[src/rtl/rom_4_bit_pkg.sv]
// Shared widths, default contents and lookup helper for the 16x4 read-only memory.
package rom_4_bit_pkg;

    localparam int ADDR_W_DEF = 4;
    localparam int DATA_W_DEF = 4;
    localparam int DEPTH_DEF  = 16;

    // Word i sits at bits [i*4 +: 4] and holds 15 - i, so word 0 (0xF) is the low nibble.
    localparam logic [DEPTH_DEF*DATA_W_DEF-1:0] ROM_INIT_DEFAULT = 64'h0123_4567_89AB_CDEF;

    function automatic logic [DATA_W_DEF-1:0] rom_word(
        input logic [DEPTH_DEF*DATA_W_DEF-1:0] table_bits,
        input logic [ADDR_W_DEF-1:0]           addr
    );
        return table_bits[addr*DATA_W_DEF +: DATA_W_DEF];
    endfunction

endpackage

[src/rtl/rom_4_bit.sv]
// Fixed-content ROM with a registered read port; reset clears the output word.
module rom_4_bit
    import rom_4_bit_pkg::*;
#(
    parameter int ADDR_W = ADDR_W_DEF,
    parameter int DATA_W = DATA_W_DEF,
    parameter logic [(2**ADDR_W)*DATA_W-1:0] INIT = ROM_INIT_DEFAULT
) (
    input  logic              clk,
    input  logic              rst,
    input  logic              en,
    input  logic [ADDR_W-1:0] addr,
    output logic [DATA_W-1:0] data
);

    localparam int DEPTH = 2**ADDR_W;

    logic [DATA_W-1:0] words [DEPTH];

    // Unpack the flat table once so the read is a plain array index.
    for (genvar i = 0; i < DEPTH; i++) begin : g_unpack
        assign words[i] = INIT[i*DATA_W +: DATA_W];
    end

    always_ff @(posedge clk) begin
        if (rst) begin
            data <= '0;
        end else if (en) begin
            data <= words[addr];
        end
    end

endmodule

[config.mk]
export PLATFORM = sky130hd
export DESIGN_NAME = rom_4_bit
export DESIGN_NICKNAME = d
export VERILOG_FILES = /design/src/rtl/rom_4_bit_pkg.sv /design/src/rtl/rom_4_bit.sv
export SDC_FILE = /design/constraint.sdc
export NUM_CORES = 1
export LEC_CHECK = 0
export BUFFER_PORTS_ARGS = -buffer_cell sky130_fd_sc_hd__buf_2
export CORE_AREA = 3 3 40 42
export CTS_BUF_LIST = sky130_fd_sc_hd__clkbuf_16
export DETAILED_ROUTE_END_ITERATION = 12
export DIE_AREA = 0 0 43 45
export GPL_TIMING_DRIVEN = 0
export PLACE_DENSITY = 0.3
export SLEW_MARGIN = 25
export SYNTH_ARGS = -nofsm -noshare
export SYNTH_HDL_FRONTEND = slang
export SYNTH_SLANG_ARGS = --single-unit
[constraint.sdc]
create_clock -name clk -period 0.9 [get_ports clk]
set_clock_uncertainty 0.2 [all_clocks]
set_input_delay 0.18 -clock clk [delete_from_list [all_inputs] [get_ports clk]]
set_output_delay 0.18 -clock clk [all_outputs]
set_load 0.005 [all_outputs]
==> Implementation_results.wiki <==
{| class="wikitable"
! Metric !! Value
|-
| RSZ-0062 raised after global routing || true
|-
| Area growth from synthesis to final layout || 104.3%
|-
| Synth async-reset ratio || 0%
|-
| Pre-antenna DRT Iters || 4
|-
| Period utilisation layout || 114.5%
|-
| Crit path max-delay cell type || sky130_fd_sc_hd__dfxtp_2
|-
| Worst max-slew margin expressed relative to the limit || 88.35%
|-
| Violated checks || hold timing, setup timing
|-
| Count of buffer and inverter cells on the critical path || 1
|-
| Crit path depth || 1
|-
| Worst reg-to-reg path cell count || 2
|-
| Horizontal die dimension || ~43 um
|-
| End of the critical path || data[2]
|-
| Beginning of the critical path || data[2]
|-
| Tightest Pin Transition || around 170 ps
|-
| Data arrival time of the worst path || ~650 ps
|-
| Kind of end point of the critical path || primary output
|-
| Final weighted congestion in routability-driven placement || a little over 0.6
|-
| Maximum number of pins on one net before global-route repair || 9
|-
| Root buffer cell || sky130_fd_sc_hd__clkbuf_16
|-
| Startpoint of the most critical register-to-register path || data[1]
|-
| Worst setup path category || flop to primary output
|-
| Total CTS buffers || 3
|-
| Worst Hold Margin || -65.25 ps
|-
| Reg area || between 80 and 90 um2
|-
| Tot GR Track Use || 5.755%
|-
| Via count of the first global-routing pass || ~150
|-
| Number of setup buffers added after CTS || 0
|-
| Max Clk Rate || approximately 970 MHz
|-
| Post-route insts no fill || 40
|-
| Number of warnings issued by yosys || 0
|-
| Yosys top cell area share || ~56%
|-
| H-tree depth || 1
|-
| Worst Setup Start Kind || flop
|-
| Clock input transition at the sequential cells of the worst setup and hold paths || about 30 ps
|-
| Clock tree from TritonCTS || done
|-
| Post-synth net total || 20
|-
| Number of enable flip-flop cells after synthesis || 0
|-
| Number of placed instances with taps included || 37
|-
| Accumulated negative setup slack || -495.4 ps
|-
| Ordered list of cells on the worst path || buf_2
|-
| Count of filler cells inserted in the layout || 142
|-
| Final Slew Violations || 0
|-
| Biggest registers after layout || data x4
|-
| Cell type with the highest aggregate area in the netlist || sky130_fd_sc_hd__dfxtp_1
|-
| Clk buf depth || 2
|-
| Class of the tightest hold or removal check || input pin to flop
|-
| Leakage Power || 0.1304 nW
|-
| VDD IR-drop max || approximately 1.1 mV
|-
| Number of antenna violations at the first check in global routing || 0
|-
| Placeable core region || between 1000 and 1500 um2
|-
| Die boundary height || 45 um
|-
| Final setup violation count || 4
|-
| WL/cell || between 9 and 10 um
|-
| Starting DRT DRC Count || 4
|-
| Post-layout net count || 34
|-
| Placement Rows || 13
|-
| Area enclosed by the die boundary || approximately 1900 um2
|-
| Biggest area contributors in the synthesized netlist || sky130_fd_sc_hd__dfxtp_1 (56%), sky130_fd_sc_hd__a211oi_1 (16%), sky130_fd_sc_hd__a211oi_2 (8.7%)
|-
| Worst path setup slack after routing || -130.6 ps
|-
| Effective utilization at floorplan || approximately 11%
|-
| Post-DR vias/cell || between 3 and 4
|-
| Max-cap violation count || 0
|-
| Number of buffers inserted by port buffering || 9
|-
| Reg-to-Reg End || data[1]
|-
| Global-route wire length before repair || around 660 um
|-
| Register bank with the most flops || data
|-
| Average instance area after synthesis || ~11 um2
|-
| ANT nets after route || 0
|-
| Cell with the most instances after synthesis || sky130_fd_sc_hd__dfxtp_1
|-
| Share of the core filled with cells || roughly 23%
|-
| FF-to-FF setup slack || approximately 80 ps
|-
| Sink Count || 4
|-
| Pwr Density || ~3200 nW/um2
|-
| Final antenna diode count || 0
|-
| Worst-path fanout max || 2
|-
| Count of unique library cells instantiated by Yosys || 6
|-
| Critical Path Max Stage Delay || approximately 310 ps
|-
| DR DRC count || 0
|-
| Required @ worst endpoint || about 520 ps
|-
| Flip-flop count of the largest register after layout || 4
|-
| Via count || 144
|-
| Fraction of final layout cells with drive strength greater than 1 || about three quarters
|-
| Period minus WS final || just over 1000 ps
|-
| Total global routing overflow || 0
|-
| Proportion of synthesized chip area in sequential cells || approximately 56%
|-
| Source-to-sink clock delay at the later pin of the worst-skew pair || ~220 ps
|-
| Seq cells post-synth || 4
|-
| Delay-heaviest family, CP || flip-flops
|-
| Hold Fails Final Rpt || 4
|-
| Run status || finished, violations left
|-
| Number of placed I/O pins || 11
|-
| Total length of routed wires || between 300 and 400 um
|-
| Area of the mapped netlist || roughly 140 um2
|-
| Gate Count Post-Synth || 13
|-
| Multi-input gate area in the final layout || between 50 and 60 um2
|-
| Commonest cells post-synth || sky130_fd_sc_hd__dfxtp_1 (4), sky130_fd_sc_hd__a211oi_1 (3), sky130_fd_sc_hd__nor2_1 (3)
|-
| Main flop type after synthesis || sky130_fd_sc_hd__dfxtp_1
|}
-- worst min path at each step --
stage	startpoint	to	depth (start not counted)
3_3_place_gp	addr[2]	data[2]	2
3_5_place_dp	addr[3]	data[3]	2
2_1_floorplan	rst	data[1]	1
6_report	addr[0]	data[0]	2
5_1_grt	addr[2]	data[2]	2
4_1_cts	addr[2]	data[2]	2
-- area by class of cell --
| type | count | area share (%) |
|---|---|---|
| clock buffer | 3 | 25.53 |
| timing repair buffer | 9 | 17.45 |
| sequential | 4 | 28.94 |
| multi-input combinational | 8 | 17.87 |
| buffer | 1 | 3.830 |
| tap | 15 | 6.383 |
-- cells by family after synthesis --
group,synth area share (%)
DFF,55.65
AOI/OAI and AO/OA,24.35
and+or+nand+nor,12.18
buffers and inverters,7.826
-- per-layer routing --
layer / track usage, % / share of wire, % / up-vias
met5: 0 / 0 / -
met4: 3.614 / 0 / 0
met3: 7.570 / 25 / 0
met2: 6.287 / 32 / 15
met1: 5.569 / 43 / 59
li1: - / - / 70
-- worst register-to-register path: stages, from the launching register on --
cell and delay [ps]:
sky130_fd_sc_hd__dfxtp_2 330, sky130_fd_sc_hd__nor2_2 40, sky130_fd_sc_hd__a211oi_2 170
-- where the power goes --
group | switching (mW) | internal, mW | total, mW
clock | 0.118 | 0.567 | 0.685
sequential | 0.00686 | 0.194 | 0.201
combinational | 0.0230 | 0.0323 | 0.0553
-- timing repair --
action / 4_1_cts / 5_1_grt
endpoints found under the setup margin: 4 / 4
hold endpoints to repair: 4 / 4
gates resized for setup: 4 / 1
-- cell usage in the layout, fill, tap and decap left out --
cell                        count
sky130_fd_sc_hd__a211oi_1       3
sky130_fd_sc_hd__buf_6          2
sky130_fd_sc_hd__buf_2          8
sky130_fd_sc_hd__dfxtp_2        4
sky130_fd_sc_hd__a211oi_2       1
sky130_fd_sc_hd__clkbuf_16      3
sky130_fd_sc_hd__nor2_1         3
sky130_fd_sc_hd__nor2_2         1
-- metrics by stage --
stage	worst slack [ps]	total power, mW	cell area [um2]	hold WS [ps]
5_1_grt	-145.8	0.9879	294.0	-59.12
6_report	-130.6	0.9408	294.0	-65.25
4_1_cts	-133.5	0.9564	287.8	-70.00
3_3_place_gp	87.90	0.2510	207.7	164.1
2_1_floorplan	86.98	0.2239	143.9	44.65
3_5_place_dp	86.74	0.2516	207.7	170.1
Note: power is estimated with default switching activity, not from simulation.
